[src/rtl/mole_round_scheduler.sv]
// -----------------------------------------------------------------------------
// mole_round_scheduler
//
// Sequences one round of the whac-a-mole game at a time. On request from the
// game FSM it asks the RNG for a value, picks a mole that differs from the
// previous one, lights the matching LED, runs the level-dependent hit window
// and reports expiry back to the FSM. Misses cost one life; the last miss
// ends the game.
//
// Optional feature (macro MOLE_SPEEDUP_EN): every 8th hit shrinks the hit
// window by STEP_MS, floored at MIN_MS. With the macro undefined the window
// stays at the level value for the whole game.
//
// Ports:
//   clk            in   system clock
//   rst_n          in   asynchronous active-low reset
//   level_valid    in   one-cycle pulse: latch level and start a game
//   level          in   [1:0] difficulty select
//   ready_for_mole in   FSM waits for a mole
//   timeout_start  in   FSM has a mole up; falling edge = hit
//   rng_value      in   [7:0] random value
//   rng_valid      in   rng_value valid this cycle
//   rng_req        out  request to the RNG (only in REQ)
//   rng_ready      out  one-cycle pulse: mole chosen, window armed
//   switches       in   [NUM_MOLES-1:0] debounced switches
//   switchx        out  switch under the lit mole is pressed (combinational)
//   mole_onehot    out  [NUM_MOLES-1:0] LED drive, zero when no mole is up
//   timeout        out  1 = window open, 0 = expired / idle
//   lives_left     out  [3:0] remaining lives
//   game_over      out  high in GAMEOVER
// -----------------------------------------------------------------------------
module mole_round_scheduler #(
    parameter int NUM_MOLES = 4,
    parameter int TICK_DIV  = 50000,
    parameter int EASY_MS   = 1500,
    parameter int MED_MS    = 1000,
    parameter int HARD_MS   = 600,
    parameter int LIVES     = 3,
    parameter int STEP_MS   = 50,
    parameter int MIN_MS    = 200
) (
    input  logic                 clk,
    input  logic                 rst_n,
    input  logic                 level_valid,
    input  logic [1:0]           level,
    input  logic                 ready_for_mole,
    input  logic                 timeout_start,
    input  logic [7:0]           rng_value,
    input  logic                 rng_valid,
    output logic                 rng_req,
    output logic                 rng_ready,
    input  logic [NUM_MOLES-1:0] switches,
    output logic                 switchx,
    output logic [NUM_MOLES-1:0] mole_onehot,
    output logic                 timeout,
    output logic [3:0]           lives_left,
    output logic                 game_over
);

    localparam int IDX_W = $clog2(NUM_MOLES);
    localparam int PRE_W = (TICK_DIV > 1) ? $clog2(TICK_DIV) : 1;
    localparam int MS_W  = 16;

    typedef enum logic [2:0] {
        S_IDLE,
        S_ARMED,
        S_REQ,
        S_PRESENT,
        S_WINDOW,
        S_EXPIRE,
        S_GAMEOVER
    } state_t;

    state_t               state, state_nxt;
    logic                 rng_ready_nxt;
    logic [NUM_MOLES-1:0] mole_nxt;
    logic                 timeout_nxt;
    logic [3:0]           lives_nxt;
    logic                 over_nxt;
    logic [IDX_W-1:0]     prev_idx, prev_nxt;
    logic [PRE_W-1:0]     prescaler, pre_nxt;
    logic [MS_W-1:0]      win_cnt, cnt_nxt;
    logic [MS_W-1:0]      window_ms, win_ms_nxt;
    logic                 ts_q;       // timeout_start one cycle ago
    logic                 sw_hit_q;   // switch hit seen while window was open
    logic                 hit;

    logic [IDX_W-1:0]     raw_idx;
    logic [IDX_W-1:0]     pick_idx;
    logic [MS_W-1:0]      level_ms;
    logic                 tick_wrap;
    logic                 ts_fall;

`ifdef MOLE_SPEEDUP_EN
    logic [2:0]           hit_cnt, hit_cnt_nxt;
    logic [MS_W-1:0]      shrunk_ms;
`endif

    // NUM_MOLES is a power of two, so mod is just the low bits.
    assign raw_idx  = rng_value[IDX_W-1:0];
    // Never repeat the previous mole; the +1 wraps naturally in IDX_W bits.
    assign pick_idx = (raw_idx == prev_idx) ? raw_idx + 1'b1 : raw_idx;

    assign tick_wrap = (prescaler == PRE_W'(TICK_DIV - 1));
    assign ts_fall   = ts_q & ~timeout_start;

    assign rng_req = (state == S_REQ);
    assign switchx = |(switches & mole_onehot);

    always_comb begin
        case (level)
            2'd0:    level_ms = MS_W'(EASY_MS);
            2'd1:    level_ms = MS_W'(MED_MS);
            default: level_ms = MS_W'(HARD_MS);
        endcase
    end

`ifdef MOLE_SPEEDUP_EN
    // Compare before subtracting so the window can never wrap below zero.
    assign shrunk_ms = (window_ms >= MS_W'(MIN_MS + STEP_MS))
                     ? window_ms - MS_W'(STEP_MS) : MS_W'(MIN_MS);
`endif

    // NOTE: every signal gets its default before the case statement so no
    // path leaves it unassigned, which would otherwise infer a latch.
    always_comb begin
        state_nxt     = state;
        rng_ready_nxt = 1'b0;
        mole_nxt      = mole_onehot;
        timeout_nxt   = timeout;
        lives_nxt     = lives_left;
        over_nxt      = game_over;
        prev_nxt      = prev_idx;
        pre_nxt       = prescaler;
        cnt_nxt       = win_cnt;
        win_ms_nxt    = window_ms;
        hit           = 1'b0;
`ifdef MOLE_SPEEDUP_EN
        hit_cnt_nxt   = hit_cnt;
`endif

        case (state)
            S_IDLE, S_GAMEOVER: begin
                if (level_valid) begin
                    win_ms_nxt = level_ms;
                    lives_nxt  = 4'(LIVES);
                    over_nxt   = 1'b0;
                    timeout_nxt = 1'b0;
`ifdef MOLE_SPEEDUP_EN
                    hit_cnt_nxt = 3'd0;
`endif
                    state_nxt  = S_ARMED;
                end
            end

            S_ARMED: begin
                if (ready_for_mole) state_nxt = S_REQ;
            end

            S_REQ: begin
                // FSM withdrew its request (e.g. it was reset): give up.
                if (!ready_for_mole) begin
                    state_nxt = S_ARMED;
                end else if (rng_valid) begin
                    prev_nxt      = pick_idx;
                    mole_nxt      = NUM_MOLES'(1) << pick_idx;
                    cnt_nxt       = window_ms;
                    pre_nxt       = '0;
                    timeout_nxt   = 1'b1;
                    rng_ready_nxt = 1'b1;
                    state_nxt     = S_PRESENT;
                end
            end

            S_PRESENT, S_WINDOW: begin
                state_nxt = S_WINDOW;
                pre_nxt   = tick_wrap ? '0 : prescaler + 1'b1;
                if (state == S_WINDOW && ts_fall && timeout) begin
                    hit         = 1'b1;
                    mole_nxt    = '0;
                    timeout_nxt = 1'b0;
                    state_nxt   = S_ARMED;
                end else if (tick_wrap) begin
                    // Close the window on the wrap that would take the count
                    // to zero, so timeout stays high for exactly ms ticks.
                    if (win_cnt <= MS_W'(1)) begin
                        cnt_nxt     = '0;
                        timeout_nxt = 1'b0;
                        state_nxt   = S_EXPIRE;
                    end else begin
                        cnt_nxt = win_cnt - 1'b1;
                    end
                end
            end

            S_EXPIRE: begin
                mole_nxt = '0;
                // A switch press in the last open cycle wins over expiry,
                // matching the FSM which samples switchx with timeout=1.
                if (sw_hit_q) begin
                    hit       = 1'b1;
                    state_nxt = S_ARMED;
                end else if (lives_left <= 4'd1) begin
                    lives_nxt = 4'd0;
                    over_nxt  = 1'b1;
                    state_nxt = S_GAMEOVER;
                end else begin
                    lives_nxt = lives_left - 4'd1;
                    state_nxt = S_ARMED;
                end
            end

            default: state_nxt = S_IDLE;
        endcase

`ifdef MOLE_SPEEDUP_EN
        if (hit) begin
            hit_cnt_nxt = hit_cnt + 3'd1;
            if (hit_cnt == 3'd7) win_ms_nxt = shrunk_ms;
        end
`endif
    end

    // NOTE: sequential state uses non-blocking assignments so every register
    // samples the pre-edge values regardless of statement order.
    always_ff @(posedge clk or negedge rst_n) begin
        if (!rst_n) begin
            state       <= S_IDLE;
            rng_ready   <= 1'b0;
            mole_onehot <= '0;
            timeout     <= 1'b0;
            lives_left  <= 4'd0;
            game_over   <= 1'b0;
            prev_idx    <= '0;
            prescaler   <= '0;
            win_cnt     <= '0;
            window_ms   <= '0;
            ts_q        <= 1'b0;
            sw_hit_q    <= 1'b0;
        end else begin
            state       <= state_nxt;
            rng_ready   <= rng_ready_nxt;
            mole_onehot <= mole_nxt;
            timeout     <= timeout_nxt;
            lives_left  <= lives_nxt;
            game_over   <= over_nxt;
            prev_idx    <= prev_nxt;
            prescaler   <= pre_nxt;
            win_cnt     <= cnt_nxt;
            window_ms   <= win_ms_nxt;
            ts_q        <= timeout_start;
            sw_hit_q    <= switchx & timeout;
        end
    end

`ifdef MOLE_SPEEDUP_EN
    always_ff @(posedge clk or negedge rst_n) begin
        if (!rst_n) hit_cnt <= 3'd0;
        else        hit_cnt <= hit_cnt_nxt;
    end

    logic unused_bits;
    assign unused_bits = ^rng_value[7:IDX_W];
`else
    logic unused_bits;
    assign unused_bits = ^{rng_value[7:IDX_W], hit, 1'(STEP_MS), 1'(MIN_MS)};
`endif

endmodule

[config.mk]
export PLATFORM = sky130hd
export DESIGN_NAME = mole_round_scheduler
export DESIGN_NICKNAME = d
export VERILOG_FILES = /design/src/rtl/mole_round_scheduler.sv
export SDC_FILE = /design/constraint.sdc
export NUM_CORES = 1
export LEC_CHECK = 0
export BUFFER_PORTS_ARGS = -buffer_cell sky130_fd_sc_hd__buf_4
export CORE_ASPECT_RATIO = 0.9
export CORE_MARGIN = 5
export CORE_UTILIZATION = 30
export DETAILED_ROUTE_END_ITERATION = 8
export SLEW_MARGIN = 0
export SYNTH_ARGS = -nofsm -noshare
export SYNTH_HDL_FRONTEND = slang
export SYNTH_SLANG_ARGS = --single-unit
[constraint.sdc]
create_clock -name clk -period 4 [get_ports clk]
set_input_delay 0.8 -clock clk [delete_from_list [all_inputs] [get_ports clk]]
set_output_delay 0.8 -clock clk [all_outputs]
set_load 0.01 [all_outputs]
# [After elaboration in Yosys (flattened, before gate mapping)]
# Cells that the tools add are included.
[word_totals] reg_bits=66 in_bits=20
[classes] add_sub_neg=4 n_lt_le_gt_ge=2 eq_ne=21 shift=1 n_mux=43 bitwise=4 n_reduce_logical=20
[op_table] cell="$mux W16" count=8
[op_table] cell="$pmux W16 S2" count=2
[op_table] cell="$mux W4" count=6
[op_table] cell="$pmux W11 S2" count=1
[op_table] cell="$mux W3" count=7
[op_table] cell="$ne A2 B2 Y1 const B" count=9
[op_table] cell="$add A16 B1 Y16 const B" count=1
[op_table] cell="$eq A16 B16 Y1 const B" count=1
[op_table] cell="$le A16 B1 Y1 const B" count=1
[op_table] cell="$sub A16 B1 Y16 const B" count=1
[op_table] cell="$pmux W3 S5" count=1
[op_table] cell="$mux W1" count=13
[op_table] cell="$pmux W4 S3" count=1
[op_table] cell="$reduce_and A3 Y1" count=4
[op_table] cell="$eq A3 B3 Y1 const B" count=3
[op_table] cell="$ne A3 B3 Y1 const B" count=3
[op_table] cell="$pmux W4 S2" count=1
[op_table] cell="$reduce_and A4 Y1" count=2
[op_table] cell="$eq A3 B2 Y1 const B" count=2
[op_table] cell="$reduce_and A6 Y1" count=1
[op_table] cell="$reduce_bool A3 Y1" count=2
[op_table] cell="$reduce_and A5 Y1" count=1
[op_table] cell="$and A4 B4 Y4" count=1
[op_table] cell="$le A4 B1 Y1 const B" count=1
[op_table] cell="other kinds (18)" count=22

# [Longest topological paths before layout]
[logic_depth] ltp_word=6 depth_mapped=8

# [Worst setup path after synthesis]
# Ideal clock, no wire load.
[synth_timing] path_kind="register to register" start="register prescaler[4]" end="register win_cnt[12]" setup_ns=0.121 arrival_time_ns=1.960 required_ns=3.879 path_slack_ns=1.919 path_stages_with_launch=7 n_path_buf=1 path_cell_list="dfrtp_1 or4b_4 nor4_4 o211a_1 buf_4 o21ai_0 a22o_1"
[synth_between] elab_chain_len=3
[synth_rtl] item="start: declaration" line="81" text="logic [PRE_W-1:0] prescaler, pre_nxt;"
[synth_rtl] item="start signal: assignment" line="248" text="prescaler <= pre_nxt;"
[synth_rtl] item="$eq A16 B16 Y1" line="104" text="assign tick_wrap = (prescaler == PRE_W'(TICK_DIV - 1));"
[synth_rtl] item="$ne A2 B2 Y1 (no line)"
[synth_rtl] item="$reduce_and A5 Y1 (no line)"
[synth_rtl] item="end signal: assignment" line="249" text="win_cnt <= cnt_nxt;"
[synth_rtl] item="end: declaration" line="82" text="logic [MS_W-1:0] win_cnt, cnt_nxt;"
# No other way between the ends.
# A chain may end at the register's enable or synchronous reset.

# [Worst setup path in the final report]
[layout_timing] start="register state[0]" end="register win_cnt[6]"
[layout_between] elab_chain_len=5 elab_cells_between_ends=13 classes_between="eq/ne: 7; mux: 1; reduce/logical: 5"
[layout_rtl] item="start: declaration" line="74" text="state_t state, state_nxt;"
[layout_rtl] item="start signal: assignment" line="241" text="state <= state_nxt;"
[layout_rtl] item="$eq A3 B3 Y1" line="142, 178"
[layout_rtl] item="$logic_and A1 B1 Y1 (2 in a row)" line="178" text="if (state == S_WINDOW && ts_fall && timeout) begin"
[layout_rtl] item="$ne A2 B2 Y1 (no line)"
[layout_rtl] item="$reduce_and A5 Y1 (no line)"
# Several ways; a longest one is shown, not always the timed one.

==> metrics.yaml <==
critical_path:
  crit_start: "state[0]"
  crit_type: "flip-flop to flip-flop"
  cp-end-kind: "flip-flop"
  regToRegEndpoint: "win_cnt[6]"
  reg2reg_depth: 5
  cp-start-kind: "flip-flop"
  critPathMaxFanout: 21
  crit_path_end: "win_cnt[6]"
  reg2reg_slack_ns: 1.29
  r2r-start: "state[0]"
  worstPathArrival_ns: 2.89
  critical_path_required_ns: 4.18
clock_tree:
  cts_tree: "yes"
  cts_buffers: 5
  cts_root_buf: "clkbuf_16"
  clk_path_buf_depth: 2
  clock_latency_ns: 0.30
  clk_pin_slew_worst_paths_ns: 0.07
  cts_setup_buffers: 0
  ctsHoldBuffers: 0
  cts.sinks: 56
  cts_max_level: 2
  post_cts_resized: 0
die:
  core_um2: 10200
  die_w_um: 118
  die_h_um: 107
  io_pins: 33
  num_rows: 35
  die_area_um2: 12500
  start_util_pct: 30.6
synthesis:
  synth-simple-area-share_pct: 25.1
  netlist_area_um2: 3120
  synth-seq-cells: 56
  synth_xor_area_share_pct: 4.77
  synth.area.mux_share_pct: 0.682
  yosysSeqAreaShare_pct: 44.9
  synth_top_family_by_area: "simple AND/OR/NAND/NOR gates"
  yosysTopAreaCellShare_pct: 44.9
  yosysTopAreaCell: "dfrtp_1"
  synth-compound-area-share_pct: 19.2
  syn_inst: 335
  ys_types: 55
  synth_nets: 360
  async_flop_share_pct: 100
  yosys_most_used_dff: "dfrtp_1"
  avgSynthCellArea_um2: 9.31
  ys_warn_count: 0
  synth_area_leaders: "dfrtp_1 45%, a22o_1 4.2%, o21ai_0 4.2%, nor2_1 4.1%, xnor2_1 3.1%"
  synth_fa_ha_area_share_pct: 2.00
  synth-edff-count: 0
route:
  vias: 2562
  ant_nets: 0
  met3_length_um: 250
  wl_met2_um: 3000
  top_layer: "met4"
  wl_per_cell_um: 14.3
  viasPerCell: 5.30
  routed_wirelength_um: 6910
  drtPass1Iterations: 5
  drc: 0
  drtIter0Drc: 91
  wl_met1_um: 3610
sta:
  slew_violations: 0
  fin_crit_sh_pct: 67.7
  rsz0062_at_grt: "no"
  finalSetupViolations: 0
  relSlewSlack_pct: 40.8
  skew_ns: 0.00741
  fin_setup_tns_ns: 0
  max_freq_mhz: 370
  worstMarginPinSlew_ns: 0.885
  fin_crit_ns: 2.71
  final_hold_viol_count: 0
worst_hold_path:
  hold_start: "window_ms[6]"
  hp-class: "flip-flop to flip-flop"
layout:
  drive_gt1_share_pct: 11.3
  nets: 378
  final_core_util_pct: 34.9
  multi_input_area_um2: 1610
  diodes: 0
  regArea_um2: 1400
  final_cells: 483
  nFillCells: 1053
  area_growth_pct: 14.0
grt:
  grt_max_degree: 57
  antenna_found_initial: 0
  grt_pass1_vias: 2522
  grt_pass1_wl_um: 12400
  grt_overflow: 0
  track_usage_pct: 11.6
power:
  power.leakage_nw: 1.54
  p_per_area_nw_per_um2: 667
  ir_drop_v: 0.000229
place:
  hpwl_um: 4900
  gp_congestion: 0.800
  dp_cells: 475
  io_buffers: 26
run_status:
  outcome: "completed"
job:
  maxCapViolCount: 0
[cell families after synthesis]
logic type	Yosys count
compound gates	87
xor+xnor	17
fa+ha+maj	5
buf+inv	25
flops	56
mux	2
simple gates	143
[where the power goes]
part	total (mW)	internal, mW	switching [mW]
logic	1.01	0.417	0.596
clock network	0.447	0.234	0.213
registers	0.914	0.712	0.202
[layout make-up]
cell class | instances | area share (%)
inverters | 10 | 1.06
well taps | 129 | 4.54
multi-input cells | 254 | 45.3
clock buffers | 5 | 3.52
repair buffers | 26 | 5.49
flip-flops and latches | 56 | 39.4
clock inverters | 3 | 0.668
[routing by layer]
layer	GRT usage, %	up-vias
li1	-	1274
met1	17.2	1247
met2	17.5	37
met3	2.64	4
met4	2.21	0
met5	0	-
[cell usage in the layout, fill, tap and decap left out, drive strengths merged, types with 5 or more instances in the layout]
master	instances
nand3b	6
buf	26
ha	5
nor4	10
nor2b	9
nor2	35
clkbuf	5
nand2	25
nand2b	7
xnor2	11
a21o	5
o21ai	26
xor2	6
dfrtp	56
nor3	14
inv	10
a21oi	11
nand3	12
nand4	8
a22o	15
[worst min path at each step]
stage	cells past startpoint	end	slack, ns
floorplan	1	window_ms[6]	0.43
CTS	1	window_ms[6]	0.47
global route	1	window_ms[6]	0.50
global placement	1	window_ms[6]	0.46
detailed placement	1	window_ms[6]	0.46
finish	1	window_ms[6]	0.47
[registers in the layout (all words and copies together), names as in the netlist, 2 cells and up]
| register | cells |
|---|---|
| lives_left | 4 |
| state | 3 |
| mole_onehot | 4 |
| prev_idx | 2 |
| win_cnt | 16 |
| window_ms | 6 |
| prescaler | 16 |
[through the flow]
stage / instance area, µm² / worst slack (ns) / power, mW / hold WS [ns]
2_1_floorplan: 3120 / 1.92 / 1.67 / 0.435
6_report: 3560 / 1.29 / 2.37 / 0.471
3_3_place_gp: 3410 / 1.14 / 1.92 / 0.457
4_1_cts: 3560 / 1.26 / 2.40 / 0.473
5_1_grt: 3560 / 0.990 / 2.58 / 0.499
3_5_place_dp: 3410 / 1.12 / 1.94 / 0.456
[critical path, stage by stage, from the launching register on]
cell	delay (ns)
dfrtp_1	0.71
a21oi_1	0.16
o22ai_1	0.57
o211a_1	0.60
o21ai_0	0.17
a221o_1	0.37
[Yosys cell counts, drive strengths merged, types with 8 or more instances]
library cell	instances
nor2	35
nor4	10
a21oi	11
nor2b	9
inv	10
nand2	25
nand4	8
clkbuf	8
xnor2	11
o21ai	26
nand3	12
nor3	14
a22o	15
dfrtp	56
No activity file was read; power rests on OpenSTA's default activity.
